File: src/rtl/pipe_ctrl.sv
// Pipeline stall/flush sequencer: memory-wait FSM, per-stage hold/bubble controls, memory timeout flag.
// Define PERF_CNT_EN to build the saturating stall/flush event counters; otherwise they read as zero.
module pipe_ctrl #(
   parameter int unsigned MEM_TIMEOUT = 255,
   parameter int unsigned CNT_W       = 32
) (
   input  logic             clk,
   input  logic             rstn,
   input  logic             stall_from_Load,
   input  logic             flush_from_Load,
   input  logic             branch_taken_EX,
   input  logic             mem_req_MEM,
   input  logic             mem_ready,
   output logic             stall_PC,
   output logic             stall_IF_ID,
   output logic             flush_IF_ID,
   output logic             stall_ID_EX,
   output logic             flush_ID_EX,
   output logic             stall_EX_MEM,
   output logic             flush_MEM_WB,
   output logic             mem_wait,
   output logic             mem_timeout,
   output logic [CNT_W-1:0] stall_cnt,
   output logic [CNT_W-1:0] flush_cnt
);

   typedef enum logic {S_RUN, S_WAIT} state_t;

   localparam logic [15:0] TMO = 16'(MEM_TIMEOUT);

   state_t      r_state, w_next;
   logic        w_memhold, w_hold;
   logic [15:0] r_wcnt;
   logic        r_timeout;

   always_comb begin
      w_memhold    = mem_req_MEM & ~mem_ready;
      w_hold       = w_memhold | ((r_state == S_WAIT) & ~mem_ready);
      w_next       = r_state;
      stall_PC     = 1'b0;
      stall_IF_ID  = 1'b0;
      flush_IF_ID  = 1'b0;
      stall_ID_EX  = 1'b0;
      flush_ID_EX  = 1'b0;
      stall_EX_MEM = 1'b0;
      flush_MEM_WB = 1'b0;
      case (r_state)
         S_RUN:   if (w_memhold) w_next = S_WAIT;
         S_WAIT:  if (mem_ready) w_next = S_RUN;
         default: w_next = S_RUN;
      endcase
      // Memory hold freezes everything upstream, so branch/load-use requests persist and are served later
      if (w_hold) begin
         stall_PC     = 1'b1;
         stall_IF_ID  = 1'b1;
         stall_ID_EX  = 1'b1;
         stall_EX_MEM = 1'b1;
         flush_MEM_WB = 1'b1;
      end else if (branch_taken_EX) begin
         flush_IF_ID  = 1'b1;
         flush_ID_EX  = 1'b1;
      end else begin
         stall_PC     = stall_from_Load;
         stall_IF_ID  = stall_from_Load;
         flush_ID_EX  = flush_from_Load;
      end
   end

   always_ff @(posedge clk or negedge rstn) begin
      if (!rstn) begin
         r_state   <= S_RUN;
         r_wcnt    <= '0;
         r_timeout <= 1'b0;
      end else begin
         r_state <= w_next;
         if (r_state == S_RUN && w_next == S_WAIT)
            r_wcnt <= '0;
         else if (r_state == S_WAIT && r_wcnt != TMO)
            r_wcnt <= r_wcnt + 16'd1;
         // Set when this WAIT cycle brings the count to the limit and the access is still outstanding
         if (r_state == S_WAIT && !mem_ready && r_wcnt >= TMO - 16'd1)
            r_timeout <= 1'b1;
      end
   end

   assign mem_wait    = (r_state == S_WAIT);
   assign mem_timeout = r_timeout;

`ifdef PERF_CNT_EN
   localparam logic [CNT_W-1:0] CNT_ONE = {{(CNT_W-1){1'b0}}, 1'b1};

   logic [CNT_W-1:0] r_stall_cnt, r_flush_cnt;
   logic             w_flush_evt;

   assign w_flush_evt = branch_taken_EX & ~w_hold;

   always_ff @(posedge clk or negedge rstn) begin
      if (!rstn) begin
         r_stall_cnt <= '0;
         r_flush_cnt <= '0;
      end else begin
         if (stall_PC && r_stall_cnt != '1)
            r_stall_cnt <= r_stall_cnt + CNT_ONE;
         if (w_flush_evt && r_flush_cnt != '1)
            r_flush_cnt <= r_flush_cnt + CNT_ONE;
      end
   end

   assign stall_cnt = r_stall_cnt;
   assign flush_cnt = r_flush_cnt;
`else
   assign stall_cnt = '0;
   assign flush_cnt = '0;
`endif

endmodule

File: config.mk
export PLATFORM = sky130hd
export DESIGN_NAME = pipe_ctrl
export DESIGN_NICKNAME = d
export VERILOG_FILES = /design/src/rtl/pipe_ctrl.sv
export SDC_FILE = /design/constraint.sdc
export NUM_CORES = 1
export LEC_CHECK = 0
export CORE_AREA = 2 2 66 68
export DETAILED_ROUTE_END_ITERATION = 8
export DIE_AREA = 0 0 68 70
export GPL_TIMING_DRIVEN = 0
export MAX_ROUTING_LAYER = met4
export PLACE_DENSITY_LB_ADDON = 0.25
export RECOVER_POWER = 25
export SLEW_MARGIN = 15
export SYNTH_ARGS = -nofsm -noshare
export SYNTH_HDL_FRONTEND = slang
export SYNTH_SLANG_ARGS = --single-unit
File: constraint.sdc
create_clock -name clk -period 1.8 [get_ports clk]
set_input_delay 0.18 -clock clk [delete_from_list [all_inputs] [get_ports clk]]
set_output_delay 0.18 -clock clk [all_outputs]
set_load 0.01 [all_outputs]
After elaboration in Yosys (flattened, before gate mapping)
Index checks and enable logic that the tools add are counted.
{ "word_totals": {"regBits": 18} }
{ "classes": {"n_addsub": 1, "magnitude_cmp": 1, "eq_ne": 1, "muxes": 12, "bitwise": 5, "reduce_logical": 6} }
{ "ops": {"columns": ["cell", "count"], "rows": [
  ["16-bit two-way mux", 2],
  ["16-bit by 1-bit adder with 16-bit output (second input constant)", 1],
  ["16-bit by 8-bit greater-or-equal comparator with 1-bit output (second input constant)", 1],
  ["16-bit by 8-bit inequality test with 1-bit output (second input constant)", 1],
  ["1-bit two-way mux", 9],
  ["1-bit logical AND", 4],
  ["1-bit AND", 2],
  ["1-bit inverter", 2],
  ["1-bit case mux with 2 select lines", 1],
  ["2-bit nonzero test", 1],
  ["1-bit logical NOT", 1],
  ["1-bit bitwise OR", 1]
]} }

Longest topological paths before layout
Gate-level depths: netlist of run 1.
{ "depth": {"depth_word": 6, "depth_mapped": 6, "ltp_nobuf": 5} }

Worst setup path after synthesis of run 1
Ideal clock, no wire load.
{ "synth_path": {"kind": "register to register", "startpoint": "register r_wcnt[8]", "endpoint": "register r_wcnt[15]", "setup_ps": 78, "arrival_ps": 1547, "required_ps": 1722, "path_slack_ps": 176, "path_stages_with_launch": 5, "path_buffers": 0, "cell_sequence": "dfrtp_1 -> nand4_2 -> or4_1 -> or4_1 -> a21oi_1"} }
{ "synth_between": {"elab_chain_cells": 3, "elab_cells_between_ends": 6, "cone_classes": "add/sub: 1; eq/ne: 1; mux: 2; reduce/logical: 2"} }
{ "synth_lines": {"columns": ["item", "line", "text"], "rows": [
  ["start: declaration", "33", "logic [15:0] r_wcnt;"],
  ["start signal: assignment", "79", "r_wcnt <= r_wcnt + 16'd1;"],
  ["16-bit by 1-bit adder with 16-bit output / 16-bit by 8-bit inequality test with 1-bit output (equally long branches)", "79, 78", null],
  ["16-bit two-way mux / 1-bit logical AND (equally long branches)", "78", "else if (r_state == S_WAIT && r_wcnt != TMO)"],
  ["16-bit two-way mux / 2-bit nonzero test (equally long branches)", null, null]
]} }
Several ways; a longest one is shown, not always the timed one. The select of a mux whose other input is x is not followed.
A chain may end at the register's enable or synchronous reset.

Worst setup path in the final report of run 1
{ "layout_path": {"startpoint": "register r_wcnt[5]", "endpoint": "register r_wcnt[15]"} }
The elaborated chain is that of the path after synthesis.

==> metrics.yaml, run 1 <==
status: "completed"
peakVddDrop_uv: 406.0
fin_crit_sh_pct: 96.59
grt_pass1_wl_mm: 4.071
worst_slack_ns: 0.06138
ff2ff_path_depth: 4
p_leak_nw: 1.205
slew_violations: 0
cts_tree: "done"
vias: 1238
p_total_mw: 1.129
grt_max_degree: 19
start_util_pct: 37.53
critPathRequiredTime_ns: 1.98
p_per_area_mw_per_mm2: 536.9
antennaDiodeCount: 0
area_delta_synth_final_pct: 35.16
clk_latency_ns: 0.25
first_pass_iters: 4
mostFrequentLayoutCell: "buf_4"
gr-total-overflow: 0
final_cell_mix: "buf_4 (69), conb_1 (64), dfrtp_1 (17)"
critical_path_class: "reg -> reg"
std_cell_rows: 24
ys_ff_latch: 18
die_area_mm2: 0.004760
fin_nets: 278
slew_headroom_pct: 44.22
utilization_pct: 50.72
post_drt_via_cell_ratio: 3.881
worst_pin_slew_ns: 0.8339
path_clk_slew_ns: 0.07
final_hold_viol_count: 0
critPathLaunchType: "register"
io_pins: 80
numCtsBuffers: 3
finalSetupViolCount: 0
cp-end-kind: "register"
io_buffers: 15
ant_nets: 0
worstHoldPathType: "in -> async"
cts-root-buf: "clkbuf_8"
cts_buffer_depth: 2
core-area_mm2: 0.004144
synth_top_area_share_pct: 32.34
ys_seq_area_share_pct: 28.96
cp_data_arrival_time_ns: 1.92
crit_fanout: 6
yosys_warnings: 0
netlist_area_mm2: 0.001555
wl_per_cell_um: 8.295
clock_sinks: 18
synth_area_per_cell_um2: 8.407
max_freq_mhz: 575.2
rr_endpoint: "r_wcnt[15]$_DFFE_PN0P_"
grtUsageTotal_pct: 11.45
holdBufCountCts: 0
dpl_worst_slack_ns: -0.1814
die_h_um: 70
ys_types: 31
fp.dieW_um: 68
gp_congestion: 0.7708
drt-total-wl_mm: 2.646
antenna_found_initial: 0
dp.cells: 315
dp_hpwl_mm: 2.134
fill_cells: 400
drv_cap: 0
fin_crit_ns: 1.739
htreeDepth: 1
drt_first_iter_violations: 26
layout.cells.non_filler: 319
grt_pass1_vias: 940
r2r_setup_slack_ns: 0.06
fin_skew_ns: 0.002323
r2r-start: "r_wcnt[5]$_DFFE_PN0P_"
drc: 0
synthCells: 185
yosysTopAreaCell: "buf_4"
drive_above_1_share_pct: 32.21
ys_top_cells_by_area: "buf_4 (32%), dfrtp_1 (29%), mux2i_1 (5.8%)"
where the power goes:
part           switching [mW]  internal [mW]  total, mW
sequential             0.0480          0.446      0.494
clock                   0.128          0.149      0.277
combinational           0.173          0.184      0.357
total                   0.349          0.779       1.13
sequential cells by signal (all words and copies together) (netlist names):
| signal | count |
|---|---|
| mem_wait | 1 |
| r_wcnt | 16 |
| mem_timeout | 1 |
final cells by class:
cell class                 count  area [um^2]  share of cell area [%]
clock buffer                   3        41.29                   1.964
sequential                    18        451.7                   21.49
tap                           52        65.06                   3.095
inverter                       9        33.78                   1.607
multi-input combinational    150        828.3                   39.40
timing repair buffer          16        151.4                   7.202
buffer                        71        530.5                   25.24
kinds of logic (layout without fill, tap and decap cells):
group           count (synthesis)  in the layout  share of synthesized area [%]
compound gates                 19             19                          7.402
fa+ha+maj                       2              2                          1.609
buf+inv                        80             99                          35.56
flops                          18             18                          28.96
mux                             9              9                          5.793
other cells                     1             64                         0.2411
simple gates                   56             56                          20.43
per-stage QoR:
stage	setup TNS, ns	hold slack [ns]	instance area, um^2
floorplan	0	-0.1156	1792
global placement	-0.9820	0.4555	2007
detailed placement	-0.8926	0.4707	2007
CTS	0	0.4475	2073
global route	-0.004629	0.4945	2102
finish	0	0.4725	2102
how the worst max path moves through the flow:
| stage | startpoint | to | cells past startpoint |
|---|---|---|---|
| floorplan | r_wcnt[8]$_DFFE_PN0P_ | r_wcnt[15]$_DFFE_PN0P_ | 4 |
| global placement | mem_req_MEM | stall_PC | 5 |
| detailed placement | mem_wait$_DFF_PN0_ | flush_ID_EX | 5 |
| CTS | mem_wait$_DFF_PN0_ | flush_MEM_WB | 4 |
| global route | r_wcnt[5]$_DFFE_PN0P_ | r_wcnt[15]$_DFFE_PN0P_ | 4 |
| finish | r_wcnt[5]$_DFFE_PN0P_ | r_wcnt[15]$_DFFE_PN0P_ | 4 |
cells in the mapped netlist:
cell and count:
nor4_1 3, nand2_1 14, nor3_1 1, nand4_1 5, o21a_1 1, a31o_2 1
o31a_1 1, a21oi_1 6, buf_2 1, or4_2 1, nor3b_1 2, o31ai_1 4
nand4_2 1, nor2_1 5, nand3_1 7, nor2b_1 1, and3_1 2, and3_2 1
and2_1 3, clkbuf_1 3, o21ai_0 6, dfrtp_1 18, or2_2 1, inv_1 9
mux2i_1 9, buf_4 67, and4_1 3, ha_1 2, conb_1 1, nand2b_1 2
or4_1 4
critical path: stages, from the launching register on:
cell,delay [ns]
dfrtp_1,0.46
nand4_4,0.14
or4_1,0.50
or4_1,0.40
a21oi_1,0.15
per-layer routing:
layer	part of all wire (%)	global-route usage, %
met2	47	17.37
met1	43	14.40
met5	0	-
met4	1.2	4.000
met3	9.2	3.382
what timing repair did:
item	in CTS	in global routing
buffers inserted	0	1
setup endpoints to repair	9	6
resized for setup	14	10
pin swaps	1	0
Power figures use the tool's default switching activity.
==> inputs of run 2 (changes only) <==
--- a/config.mk
+++ b/config.mk
@@ -12,6 +12,7 @@
 export MAX_ROUTING_LAYER = met4
 export PLACE_DENSITY_LB_ADDON = 0.25
 export RECOVER_POWER = 25
+export SKIP_LAST_GASP = 1
 export SLEW_MARGIN = 15
 export SYNTH_ARGS = -nofsm -noshare
 export SYNTH_HDL_FRONTEND = slang
==> run 2 against run 1 <==
Cell count unchanged; worst setup slack unchanged; highest routed layer unchanged; clock skew unchanged; combinational power about the same; sequential power about the same; critical endpoint unchanged; first-iteration DRC count unchanged; flip-flop and latch count unchanged; global-route usage unchanged; largest cell class unchanged; critical path type unchanged.
==> metrics.yaml, run 2 (synthesis gave the netlist of run 1 again) <==
drive_above_1_share_pct: 31.84  # -0.37 points
first_pass_iters: 4  # unchanged
numCtsBuffers: 3  # unchanged
cts-root-buf: "clkbuf_8"
final_cell_mix: "buf_4 (68), conb_1 (64), dfrtp_1 (17)"
cp-end-kind: "register"
grt_pass1_vias: 940  # unchanged
layout.cells.non_filler: 319  # unchanged
status: "completed"
drt-total-wl_mm: 2.646  # unchanged
cp_top_family: "simple AND/OR/NAND/NOR gates"
finalSetupViolCount: 0  # unchanged
wl_per_cell_um: 8.295  # unchanged
path_clk_slew_ns: 0.07  # about the same
fin_crit_ns: 1.739  # unchanged
fp.dieW_um: 68  # unchanged
die_area_mm2: 0.004760  # unchanged
die_h_um: 70  # unchanged
critPathLaunchType: "register"
start_util_pct: 37.53  # unchanged
io_buffers: 15  # unchanged
regMostFlops: "r_wcnt"
crit_fanout: 6  # unchanged
p_total_mw: 1.129  # about the same
ant_nets: 0  # unchanged
drv_cap: 0  # unchanged
gr-total-overflow: 0  # unchanged
critPathRequiredTime_ns: 1.98  # about the same
fin_skew_ns: 0.002323  # unchanged
worst_slack_ns: 0.06138  # unchanged
highest_layer: "met4"
wl_met3_um: 244  # unchanged
std_cell_rows: 24  # unchanged
critical-path-slowest-cell: "or4_1"
worstHoldPathType: "in -> async"
largest_reg_flops: 16  # unchanged
cp_data_arrival_time_ns: 1.92  # about the same
cts_buffer_depth: 2  # unchanged
critPathMaxStageDelay_ns: 0.50  # about the same
drt_first_iter_violations: 26  # unchanged
htreeDepth: 1  # unchanged
area_delta_synth_final_pct: 35.48
drt-met1-wl_mm: 1.133  # about the same
vias: 1238  # unchanged
max_freq_mhz: 575.2  # unchanged
gp_congestion: 0.7708  # unchanged
slew_headroom_pct: 44.22  # unchanged
fin_nets: 278  # unchanged
clk_latency_ns: 0.25  # about the same
dp.cells: 315  # unchanged
antennaDiodeCount: 0  # unchanged
final_hold_viol_count: 0  # unchanged
worst_pin_slew_ns: 0.8339  # unchanged
path_common_cell: "or4_1"
wl_met2_mm: 1.236  # unchanged
peakVddDrop_uv: 406.0  # about the same
cts_tree: "done"
holdBufCountCts: 0  # unchanged
dpl_worst_slack_ns: -0.1814  # unchanged
post_drt_via_cell_ratio: 3.881  # unchanged
clock_sinks: 18  # unchanged
crit_chain: "nand4_4 > or4_1 > or4_1 > a21oi_1"
slew_violations: 0  # unchanged
dp_hpwl_mm: 2.134  # unchanged
mostFrequentLayoutCell: "buf_4"
path_buf_inv: 0  # unchanged
fin_tns_setup_ns: 0  # unchanged
fin_crit_sh_pct: 96.59  # unchanged
grt_pass1_wl_mm: 4.071  # unchanged
p_per_area_mw_per_mm2: 535.7  # -0.22%
grt_max_degree: 19  # unchanged
critical_path_class: "reg -> reg"
io_pins: 80  # unchanged
antenna_found_initial: 0  # unchanged
drc: 0  # unchanged
core-area_mm2: 0.004144  # unchanged
p_leak_nw: 1.213  # +0.69%
grtUsageTotal_pct: 11.45  # unchanged
[run 2: cell count changes in the layout (fill, tap and decap cells not counted)]
| cell | previous run | this run |
|---|---|---|
| buf_4 | 69 | 68 |
| dlymetal6s2s_1 | 1 | 2 |
[run 2: repair_timing]
| action | 4_1_cts | 5_1_grt |
|---|---|---|
| resized for setup | 13 | 11 |
| pin swaps | 1 | 0 |
| endpoints found under the setup margin | 9 | 7 |
| setup buffers | 0 | 1 |
[run 2: path summary, 6_finish.rpt]
check                                       from                      to  slack (ns)  cells past startpoint
setup / recovery           r_wcnt[5]$_DFFE_PN0P_  r_wcnt[15]$_DFFE_PN0P_        0.06                      4
hold / removal                              rstn  r_wcnt[11]$_DFFE_PN0P_        0.47                      1
setup reg to reg           r_wcnt[5]$_DFFE_PN0P_  r_wcnt[15]$_DFFE_PN0P_        0.06                      4
hold reg to reg            r_wcnt[4]$_DFFE_PN0P_   r_wcnt[4]$_DFFE_PN0P_        0.48                      1
max in group asynchronous                   rstn   r_wcnt[8]$_DFFE_PN0P_        0.76                      1
min in group clk           r_wcnt[4]$_DFFE_PN0P_   r_wcnt[4]$_DFFE_PN0P_        0.48                      1
[run 2: stage by stage]
step	area [um^2]	util, %	hold slack (ns)
floorplan	1792	-	-0.1156
global placement	2007	48.43	0.4555
detailed placement	2007	48.43	0.4707
CTS	2076	50.09	0.4475
global route	2107	50.85	0.4945
finish	2107	50.85	0.4725
[run 2: final cells by class]
| type | count | area, um^2 |
|---|---|---|
| multi-input combinational | 150 | 828.3 |
| sequential | 18 | 451.7 |
| fill | 400 | 2037 |
| clock buffer | 3 | 41.29 |
| timing repair buffer | 16 | 156.4 |
| buffer | 71 | 530.5 |
| tap | 52 | 65.06 |
| inverter | 9 | 33.78 |
[run 2: power by group]
part	internal (mW)	switching, mW	leakage (nW)
registers	0.446	0.0480	0.239
clock network	0.149	0.128	0.0216
logic	0.185	0.173	0.952
[run 2: metal layers]
metal  track usage [%]  vias up
met5                 -        -
met4             4.000        0
met3             3.382        4
met2             17.37       52
met1             14.40      519
li1                  -      663
